## src/rtl/alu_sequencer.sv

```systemverilog
// alu_sequencer: multi-cycle command sequencer for the Simple RISC Machine datapath.
// Accepts one instruction per valid/ready handshake and walks it through the
// IDLE/DECODE/LOAD_A/LOAD_B/EXEC/WRITE/STATUS sequence. It owns the register
// file and the A, B, C and Z registers, and drives the external combinational ALU.
// Optional feature macro: SHIFTER_EN applies the instruction shift field to B.
// Without it, alu_bin is B unchanged and the shift field is ignored.
module alu_sequencer #(
    parameter int DW   = 16,
    parameter int NREG = 8
) (
    input  logic          clk,
    input  logic          reset_n,
    input  logic          cmd_valid,
    output logic          cmd_ready,
    input  logic [15:0]   cmd,
    output logic [DW-1:0] alu_ain,
    output logic [DW-1:0] alu_bin,
    output logic [1:0]    alu_op,
    input  logic [DW-1:0] alu_out,
    input  logic          alu_status,
    output logic          done,
    output logic          err,
    output logic          z_flag,
    input  logic [2:0]    rd_addr,
    output logic [DW-1:0] rd_data
);

    typedef enum logic [2:0] {
        IDLE,
        DECODE,
        LOAD_A,
        LOAD_B,
        EXEC,
        WRITE,
        STATUS
    } state_t;

    state_t        state;
    state_t        state_nxt;

    logic [15:0]   ir;
    logic [DW-1:0] rf [NREG];
    logic [DW-1:0] a_reg;
    logic [DW-1:0] b_reg;
    logic [DW-1:0] c_reg;
    logic          z_reg;

    // Instruction fields, always taken from the latched instruction register
    logic [2:0]    opc;
    logic [1:0]    op;
    logic [2:0]    rn;
    logic [2:0]    rd;
    logic [1:0]    sh;
    logic [2:0]    rm;
    logic [7:0]    imm8;

    assign opc  = ir[15:13];
    assign op   = ir[12:11];
    assign rn   = ir[10:8];
    assign rd   = ir[7:5];
    assign sh   = ir[4:3];
    assign rm   = ir[2:0];
    assign imm8 = ir[7:0];

    // Instruction classes
    logic is_movi;
    logic is_movr;
    logic is_alu;
    logic is_cmp;
    logic is_mvn;
    logic legal;

    assign is_movi = (opc == 3'b110) && (op == 2'b10);
    assign is_movr = (opc == 3'b110) && (op == 2'b00);
    assign is_alu  = (opc == 3'b101);
    assign is_cmp  = is_alu && (op == 2'b01);
    assign is_mvn  = is_alu && (op == 2'b11);
    assign legal   = is_movi || is_movr || is_alu;

    // Sign-extend the 8-bit immediate to the datapath width
    function automatic logic [DW-1:0] sext8(input logic signed [7:0] v);
        return {{(DW-8){v[7]}}, v};
    endfunction

`ifdef SHIFTER_EN
    // One-bit B-operand shifter: none, LSL, LSR (zero fill), ASR
    function automatic logic [DW-1:0] shift_b(input logic signed [DW-1:0] v,
                                              input logic [1:0]           s);
        logic [DW-1:0] r;
        case (s)
            2'b01:   r = $unsigned(v) << 1;
            2'b10:   r = $unsigned(v) >> 1;
            2'b11:   r = $unsigned(v >>> 1);
            default: r = $unsigned(v);
        endcase
        return r;
    endfunction
`else
    // Shift field is decoded but has no effect in this build
    logic unused_sh;
    assign unused_sh = ^sh;
`endif

    // State register; reset abandons any instruction in flight
    always_ff @(posedge clk or negedge reset_n) begin
        if (!reset_n) begin
            state <= IDLE;
        end else begin
            state <= state_nxt;
        end
    end

    // Next-state decode plus handshake and completion pulses
    always_comb begin
        state_nxt = state;
        cmd_ready = 1'b0;
        done      = 1'b0;
        err       = 1'b0;
        case (state)
            IDLE: begin
                cmd_ready = 1'b1;
                if (cmd_valid) state_nxt = DECODE;
            end
            DECODE: begin
                if (!legal) begin
                    err       = 1'b1;
                    state_nxt = IDLE;
                end else if (is_movi) begin
                    state_nxt = WRITE;
                end else if (is_movr || is_mvn) begin
                    state_nxt = LOAD_B;
                end else begin
                    state_nxt = LOAD_A;
                end
            end
            LOAD_A:  state_nxt = LOAD_B;
            LOAD_B:  state_nxt = EXEC;
            EXEC:    state_nxt = is_cmp ? STATUS : WRITE;
            WRITE: begin
                done      = 1'b1;
                state_nxt = IDLE;
            end
            STATUS: begin
                done      = 1'b1;
                state_nxt = IDLE;
            end
            default: state_nxt = IDLE;
        endcase
    end

    // Instruction latch, operand loads, result/status capture and register write-back
    always_ff @(posedge clk or negedge reset_n) begin
        if (!reset_n) begin
            ir    <= '0;
            a_reg <= '0;
            b_reg <= '0;
            c_reg <= '0;
            z_reg <= 1'b0;
            for (int i = 0; i < NREG; i++) begin
                rf[i] <= '0;
            end
        end else begin
            case (state)
                IDLE: begin
                    if (cmd_valid && cmd_ready) ir <= cmd;
                end
                LOAD_A: a_reg <= rf[rn];
                LOAD_B: b_reg <= rf[rm];
                EXEC: begin
                    c_reg <= alu_out;
                    if (is_alu) z_reg <= alu_status;
                end
                WRITE: begin
                    if (is_movi) rf[rn] <= sext8(imm8);
                    else         rf[rd] <= c_reg;
                end
                default: ;
            endcase
        end
    end

    // ALU drive: operands and opcode only during EXEC, zero otherwise
    always_comb begin
        alu_ain = '0;
        alu_bin = '0;
        alu_op  = 2'b00;
        if (state == EXEC) begin
`ifdef SHIFTER_EN
            alu_bin = shift_b(b_reg, sh);
`else
            alu_bin = b_reg;
`endif
            alu_ain = is_movr ? '0 : a_reg;
            alu_op  = is_movr ? 2'b00 : op;
        end
    end

    assign z_flag  = z_reg;
    assign rd_data = rf[rd_addr];

endmodule

```

## config.mk

```make
export PLATFORM = sky130hd
export DESIGN_NAME = alu_sequencer
export DESIGN_NICKNAME = d
export VERILOG_FILES = /design/src/rtl/alu_sequencer.sv
export SDC_FILE = /design/constraint.sdc
export NUM_CORES = 1
export LEC_CHECK = 0
export BUFFER_PORTS_ARGS = -buffer_cell sky130_fd_sc_hd__buf_2
export CORE_MARGIN = 1.5
export CORE_UTILIZATION = 25
export DETAILED_ROUTE_END_ITERATION = 10
export RECOVER_POWER = 50
export SYNTH_ARGS = -nofsm -noshare
export SYNTH_HDL_FRONTEND = slang
export SYNTH_SLANG_ARGS = --single-unit
```

## constraint.sdc

```tcl
create_clock -name clk -period 5.8 [get_ports clk]
set_input_delay 0 -clock clk [delete_from_list [all_inputs] [get_ports clk]]
set_output_delay 0 -clock clk [all_outputs]
set_load 0.005 [all_outputs]
```

# After elaboration in Yosys (flattened, before gate mapping)
# Index checks and enable logic that the tools add are counted.
# totals
reg_bits	196
out_inout_bits	54
word_cells	82
in_bits	39
# op_classes
bitwise	4
n_reduce_logical	15
n_mux	31
n_lt_le_gt_ge	6
n_eq_ne	12
# op_table
op	n
$bwmux W128	2
$mux W16	11
$bmux W16 S3	3
$mux W128	1
$demux W16 S3	2
$ge A4 B4 Y1 const B	4
$not A3 Y4	4
$eq A3 B3 Y1 const B	5
$pmux W3 S5	1
$mux W3	3
$lt A4 B1 Y1 const B	2
$logic_and A1 B1 Y1	7
$eq A3 B2 Y1 const B	2
$mux W2	3
$mux W1	5
$eq A2 B2 Y1 const B	2
$reduce_and A2 Y1	2
$eq A3 B1 Y1 const B	1
$logic_not A3 Y1	1
$logic_or A1 B1 Y1	3
$eq A2 B1 Y1 const B	1
$logic_not A2 Y1	1
$ne A2 B2 Y1 const B	1
$reduce_or A2 Y1	1

# Depth between registers and ports, before layout
# Gate-level depths: netlist (run 1).
# logic_depth
ltp_word	7
depth_mapped	8

# Worst setup path after synthesis (run 1)
# OpenSTA, ideal clock, no wires.
# synth_path
path_kind	reg-to-reg
startpoint	register ir[8]
endpoint	register rf[117] (netlist bit)
path_slack_ns	3.879
synth_period_minus_slack_ns	1.921
setup_ns	0.125
t_required_ns	5.675
arrival_ns	1.796
stages_incl_launch_ff	9
path_buffers	4
path_cell_list	dfrtp_1 > buf_2 > or3_1 > buf_2 > nor4_2 > a41o_1 > buf_4 > buf_12 > mux2_4
# synth_via
elab_chain_len	7
elab_cells_between_ends	8
classes_between	order compare (2); mux (4); bitwise (1); reduce/logical (1)
# synth_lines
element	line_no	source
start, declared	41	logic [15:0] ir;
start signal, assigned	165	if (cmd_valid && cmd_ready) ir <= cmd;
$not A3 Y4 (implied by the code) (*)	174	if (is_movi) rf[rn] <= sext8(imm8);
$ge A4 B4 Y1 (implied by the code) / $lt A4 B1 Y1 (equally long branches)	174	
$logic_and A1 B1 Y1 (implied by the code)	174	
$mux W16 (implied by the code)	174	
$demux W16 S3 (*)	174	
$bwmux W128 (*)	174	
$mux W128 (*)	174	
end signal, assigned by index	174	
end signal, assigned by index	175	else rf[rd] <= c_reg;
end, declared	42	logic [DW-1:0] rf [NREG];
# Mark *: on every way between the ends. The rest lies on a longest branch, timed or not.
# A chain may end at the register's enable or synchronous reset.

# Worst setup path after layout (run 1)
# layout_path
startpoint	register ir[15]
endpoint	register rf[99] (netlist bit)
# layout_via
elab_chain_len	3
# layout_lines
element	line_no	source
$eq A3 B3 Y1	73	assign is_movi = (opc == 3'b110) && (op == 2'b10);
$logic_and A1 B1 Y1	73	
$mux W128	174	
# No other way between the ends.

==> flow_metrics.tcl, run 1 <==
set metrics [dict create \
    status "finished, violations left" \
    violations "max-capacitance violations, max-slew violations" \
    start_util_pct 25.32 \
    synth_compound_area_share_pct 14.09 \
    cts.htree.levels 4 \
    fin_crit_sh_pct 65.30 \
    crit_slowest_cell "o31ai_4" \
    gr-usage-met1_pct 22.89 \
    grt_max_degree 89 \
    synth-edff-count 0 \
    critPathRequiredTime_ns 6.13 \
    largest_register "rf" \
    clock_latency_ns 0.45 \
    leakage_uw 0.006057 \
    drc 0 \
    wl_per_cell_um 23.57 \
    crit_chain "and3b_1 > clkbuf_1 > nand2_4 > o31ai_4 > mux2_2" \
    fmax_mhz 264.0 \
    fin_ws_ns 2.012 \
    cap_violations 1 \
    timing.rr.end "rf[99]$_DFFE_PN0P_" \
    fillCellCount 5074 \
    dp_hpwl_um 27850 \
    clk_pin_slew_ns 0.07 \
    power.total_uw 5739 \
    cts_inserted_buffers 17 \
    synth_xor_area_share_pct 0.07081 \
    top_level_ports 93 \
    cp_num_buf_inv 1 \
    power_frac_comb_pct 43.0 \
    post-cts-setup-buffers 0 \
    crit_cells 5 \
    cts_tree "built" \
    synth_top_cell_area_share_pct 39.65 \
    syn_to_final_growth_pct 14.76 \
    grt_overflow 0 \
    p_per_area_nw_per_um2 404.3 \
    power.switching_uw 2513 \
    rows 81 \
    fin_cells 1781 \
    synthAdderAreaFrac_pct 0 \
    finalHoldViolations 0 \
    p_int_uw 3226 \
    start_kind "flop" \
    synth_top_cells_by_area "dfrtp_1, mux4_2, mux2_2, mux2_4, o21ai_0" \
    busiest_layer "met2" \
    crit_family "compound AO/OA/AOI/OAI gates" \
    finalSetupViolCount 0 \
    ys.flop_type "dfrtp_1" \
    grt_pass1_wl_um 63820 \
    grt.total_usage_pct 16.75 \
    portBuffers 92 \
    regToRegSetupSlack_ns 2.01 \
    wirelength_um 41970 \
    tightest_slew_ns 2.564 \
    synth_top_cell_by_area "dfrtp_1" \
    cp_max_fo 25 \
    finalNetCount 1143 \
    antennaDiodeCount 0 \
    postRouteAntennaNets 0 \
    clk_path_buf_depth 2 \
    end_kind "flop" \
    finalMaxSlewViolations 46 \
    worstReg2RegStart "ir[15]$_DFFE_PN0P_" \
    routabilityCongestion 0.9052 \
    crit_type "reg -> reg" \
    dp.cells 1714 \
    pwr-share-seq_pct 35.9 \
    synth_top_family_by_area "multiplexers" \
    seq_area_frac_synth_pct 39.65 \
    met3_usage_pct 3.716 \
    rr_worst_depth 5 \
    hp-class "in -> async" \
    max_stage_delay_ns 1.20 \
    muxShareOfSynthArea_pct 32.39 \
    fin_skew_ns 0.01464 \
    vdd_drop_max_mv 0.1813 \
    synth_warnings 0 \
    ys_seq_elements 196 \
    finalSetupTns_ns 0 \
    synth_simple_gate_area_share_pct 9.154 \
    via_per_inst 5.436 \
    crit_arrival_ns 4.12 \
    dr.first_iter.drc_count 801 \
    drive_above_1_share_pct 33.30 \
    syn_area_um2 12370 \
    startpoint "ir[15]$_DFFE_PN0P_" \
    largest_reg_flops 128 \
    cts-root-buf "clkbuf_16" \
    crit_end "rf[99]$_DFFE_PN0P_" \
    first_global_vias 9727 \
    die_w_um 225.4 \
    rsz0062_at_grt "false" \
    dieArea_um2 50820 \
    clock-sinks 196 \
    antenna_found_initial 3 \
    synth.distinct_cells 68 \
    swShare_pct 43.78 \
    syn_avg_cell_area_um2 11.93 \
    use_met2_pct 26.20 \
    p_clk_share_pct 21.1 \
    core_area_um2 48850 \
    maxSlewHeadroom_pct -70.95 \
    fin_crit_ns 3.788 \
    async_reset_ff_share_pct 100.0 \
    die_h_um 225.4 \
    firstDrtPassIters 7 \
    netlist_instances 1037 \
    num_vias 9681 \
    syn_nets 1076 \
    detailedPlace.worstSlack_ns 2.651 \
]
-- layout by cell type (no fill, tap or decap), types with 3 or more instances in the layout --
cell and count:
o22a_1 6, a31oi_1 13, and2_1 37, a22oi_1 11, a21oi_1 10, a211o_1 5
and3b_1 6, mux2_2 100, clkbuf_1 9, o221ai_1 6, nor2b_1 6, nand2_1 84
a22o_1 5, a2bb2oi_1 5, dlygate4sd3_1 35, o22ai_1 50, mux4_2 64, o211a_1 4
buf_4 17, nor2_1 15, mux2i_1 44, dfrtp_1 194, a221o_1 4, nand2b_1 3
mux2_4 50, mux2_1 22, o21ai_0 91, nand4_1 5, clkbuf_16 17, buf_2 85
o21bai_1 9, clkinvlp_4 4, o31ai_1 5, nand3b_1 9, nand3_1 16, a221oi_1 4
a41o_1 4
-- cell usage after synthesis (9+ instances only) --
library cell and n:
a21oi_1 10, a22oi_1 11, a31oi_1 13, and2_1 39
buf_2 32, buf_4 9, buf_6 10, clkbuf_1 40
dfrtp_1 196, mux2_1 11, mux2_2 111, mux2_4 50
mux2i_1 44, mux4_2 64, nand2_1 84, nand3_1 16
nand3b_1 9, nor2_1 15, o21ai_0 91, o21bai_1 9
o22ai_1 50
-- metrics by stage --
step                hold slack, ns  area, um^2  util (%)
finish                      0.1801       14190     29.06
global route                0.2475       14190     29.06
CTS                         0.2095       14210     29.09
detailed placement          0.1263       13280     27.18
global placement            0.1256       13280     27.18
floorplan                  -0.2956       12370         -
-- power groups by stage --
stage | Combinational [uW] | Clock, uW | Sequential [uW]
detailed placement | 2420 | 0 | 2070
floorplan | 1840 | 0 | 1840
CTS | 2450 | 1230 | 2050
global placement | 2400 | 0 | 2050
finish | 2470 | 1210 | 2060
global route | 2630 | 1290 | 2100
-- logic make-up (layout without fill, tap and decap cells) --
logic type	count (synthesis)	in the layout
compound gates	253	253
xor+xnor	1	1
buf+inv	100	180
flops	196	196
mux	280	280
simple gates	207	207
-- worst min path at each step --
stage / start / to / slack (ns) / cells after the start
finish: reset_n / ir[12]$_DFFE_PN0P_ / 0.18 / 2
global route: reset_n / c_reg[3]$_DFFE_PN0N_ / 0.25 / 2
CTS: reset_n / c_reg[3]$_DFFE_PN0N_ / 0.21 / 2
detailed placement: reset_n / c_reg[3]$_DFFE_PN0N_ / 0.13 / 1
global placement: reset_n / c_reg[3]$_DFFE_PN0N_ / 0.13 / 1
floorplan: reset_n / a_reg[0]$_DFFE_PN0P_ / -0.30 / 0
-- cell type report --
type                            instances  area [um^2]  area share, %
Multi-Input combinational cell        741         6919          48.74
Sequential cell                       196         4907          34.57
Timing Repair Buffer                  146        948.4          6.681
Tap cell                              664        830.8          5.853
Clock buffer                           19        432.9          3.050
Clock inverter                         13        148.9          1.049
Inverter                                2        7.507        0.05289
-- what timing repair did --
item	4_1_cts	5_1_grt
resized for setup	0	0
hold buffers	35	0
endpoints found under the hold margin	120	0
setup endpoints to repair	0	0
-- routing by layer --
metal / part of all wire, % / routed length, um
met1: 44 / 18400
met4: 2.6 / 1093
met3: 7.4 / 3119
met2: 46 / 19340
met5: 0.031 / 13
Power figures use the tool's default switching activity.
==> inputs of run 2 (changes only) <==
clock period = 3.55 ns   (was 5.8 ns; I/O delays follow)
==> flow_metrics.tcl, run 2 (same netlist as run 1, synthesis figures left out) <==
set metrics [dict create \
    p_per_area_nw_per_um2 661.3 \
    swShare_pct 44.70 \
    dieArea_um2 50820 \
    cts-root-buf "clkbuf_16" \
    power_frac_comb_pct 42.1 \
    worstReg2RegStart "ir[12]$_DFFE_PN0P_" \
    wl_per_cell_um 23.44 \
    critPathRequiredTime_ns 3.88 \
    cp_max_fo 17 \
    grt_max_degree 93 \
    startpoint "ir[12]$_DFFE_PN0P_" \
    gr-usage-met1_pct 22.42 \
    leakage_uw 0.006198 \
    clk_pin_slew_ns 0.08 \
    routabilityCongestion 0.8876 \
    crit_type "reg -> reg" \
    post-cts-setup-buffers 0 \
    dr.first_iter.drc_count 1064 \
    p_int_uw 5271 \
    rows 81 \
    postRouteAntennaNets 0 \
    mostFrequentLayoutCells "dfrtp_1, mux2_2, o21ai_0" \
    clock-sinks 196 \
    cts_resized 0 \
    finalSetupTns_ns 0 \
    fmax_mhz 333.9 \
    finalNetCount 1166 \
    top_level_ports 93 \
    antenna_found_initial 0 \
    fin_skew_ns 0.01730 \
    status "finished, violations left" \
    grt_pass1_wl_um 64050 \
    p_clk_share_pct 21.3 \
    start_util_pct 25.32 \
    violations "max-capacitance violations, max-slew violations" \
    final_core_util_pct 29.51 \
    syn_to_final_growth_pct 16.53 \
    met3_usage_pct 3.768 \
    tightest_slew_ns 2.512 \
    grt.total_usage_pct 16.84 \
    cts_inserted_buffers 17 \
    die_h_um 225.4 \
    finalSetupViolCount 0 \
    firstDrtPassIters 8 \
    fin_crit_sh_pct 84.36 \
    pwr-share-seq_pct 36.5 \
    wirelength_um 42280 \
    crit_arrival_ns 3.33 \
    use_met2_pct 26.59 \
    final_common_cell "dfrtp_1" \
    clk_path_buf_depth 2 \
    cap_violations 2 \
    finalHoldViolations 0 \
    finalMaxSlewViolations 117 \
    via_per_inst 5.420 \
    fin_crit_ns 2.995 \
    die_w_um 225.4 \
    first_global_vias 9815 \
    end_kind "flop" \
    largest_register "rf" \
    start_kind "flop" \
    antennaDiodeCount 0 \
    power.switching_uw 4261 \
    multi_input_area_um2 6904 \
    hp-class "in -> reg" \
    drc 0 \
    dp_hpwl_um 29180 \
    grt_overflow 0 \
    drive_above_1_share_pct 35.26 \
    fillCellCount 5068 \
    hp-start "cmd[3]" \
    portBuffers 92 \
    vdd_drop_max_mv 0.2821 \
    maxSlewHeadroom_pct -67.50 \
    busiest_layer "met2" \
    largest_reg_flops 128 \
    clock_latency_ns 0.46 \
    rsz0062_at_grt "false" \
    area.sequential_um2 4907 \
    cts.htree.levels 4 \
    cts_tree "built" \
    core_area_um2 48850 \
    num_vias 9778 \
]
[run 2: cell types whose count changed in the layout (fill, tap and decap cells not counted), moves of 3 or more]
cell	change
buf_12	+3
buf_4	+18
clkinv_8	+6
clkinvlp_4	-3
mux2_1	-6
mux2_2	+6
[run 2: repair_timing]
item	in CTS	in global routing
hold endpoints to repair	121	0
endpoints found under the setup margin	0	0
hold buffers	35	0
[run 2: path summary, 6_finish.rpt]
| kind | endpoint | slack (ns) | depth (start not counted) |
|---|---|---|---|
| min in group asynchronous | ir[7]$_DFFE_PN0P_ | 0.85 | 2 |
| setup / recovery | rf[11]$_DFFE_PN0P_ | 0.56 | 5 |
| hold reg to reg | b_reg[8]$_DFFE_PN0N_ | 0.47 | 2 |
| max in group asynchronous | rf[98]$_DFFE_PN0P_ | 0.95 | 3 |
| setup reg to reg | rf[11]$_DFFE_PN0P_ | 0.56 | 5 |
| hold / removal | ir[3]$_DFFE_PN0P_ | 0.32 | 3 |
[run 2: through the flow]
stage	worst slack [ns]	total power (uW)	hold WS, ns	instance area (um^2)	cells
2_1_floorplan	1.629	6003	-0.2956	12370	1037
4_1_cts	0.7963	9521	0.2099	14440	1804
3_5_place_dp	0.8199	7451	0.1349	13470	1737
6_report	0.5551	9532	0.3164	14410	1804
3_3_place_gp	0.8825	7379	0.1467	13470	1737
5_1_grt	0.3437	9997	0.3200	14410	1804
[run 2: power groups by stage]
| stage | logic, uW | clock network (uW) | registers (uW) |
|---|---|---|---|
| detailed placement | 3950 | 0 | 3510 |
| global placement | 3900 | 0 | 3480 |
| CTS | 3990 | 2070 | 3460 |
| global route | 4270 | 2170 | 3560 |
| floorplan | 3000 | 0 | 3000 |
| finish | 4020 | 2030 | 3480 |
[run 2: final cells by class]
class / instances / share of cell area (%)
clock inverters: 15 / 1.354
inverters: 2 / 0.05208
clock buffers: 17 / 2.951
repair buffers: 169 / 7.934
well taps: 664 / 5.764
flip-flops and latches: 196 / 34.05
multi-input cells: 741 / 47.90
[run 2: critical path, stage by stage, from the launching register on]
cell,delay [ns]
dfrtp_1,0.46
nor2b_1,0.29
clkbuf_1,0.81
and4_1,0.40
a41o_1,0.49
mux2_2,0.41
[run 2: layer usage]
metal / vias to the layer above / wire length, um / part of all wire [%]
li1: 4158 / - / -
met1: 5030 / 17980 / 43
met2: 503 / 19560 / 46
met3: 87 / 3417 / 8.1
met4: 0 / 1317 / 3.1
met5: - / 0 / 0
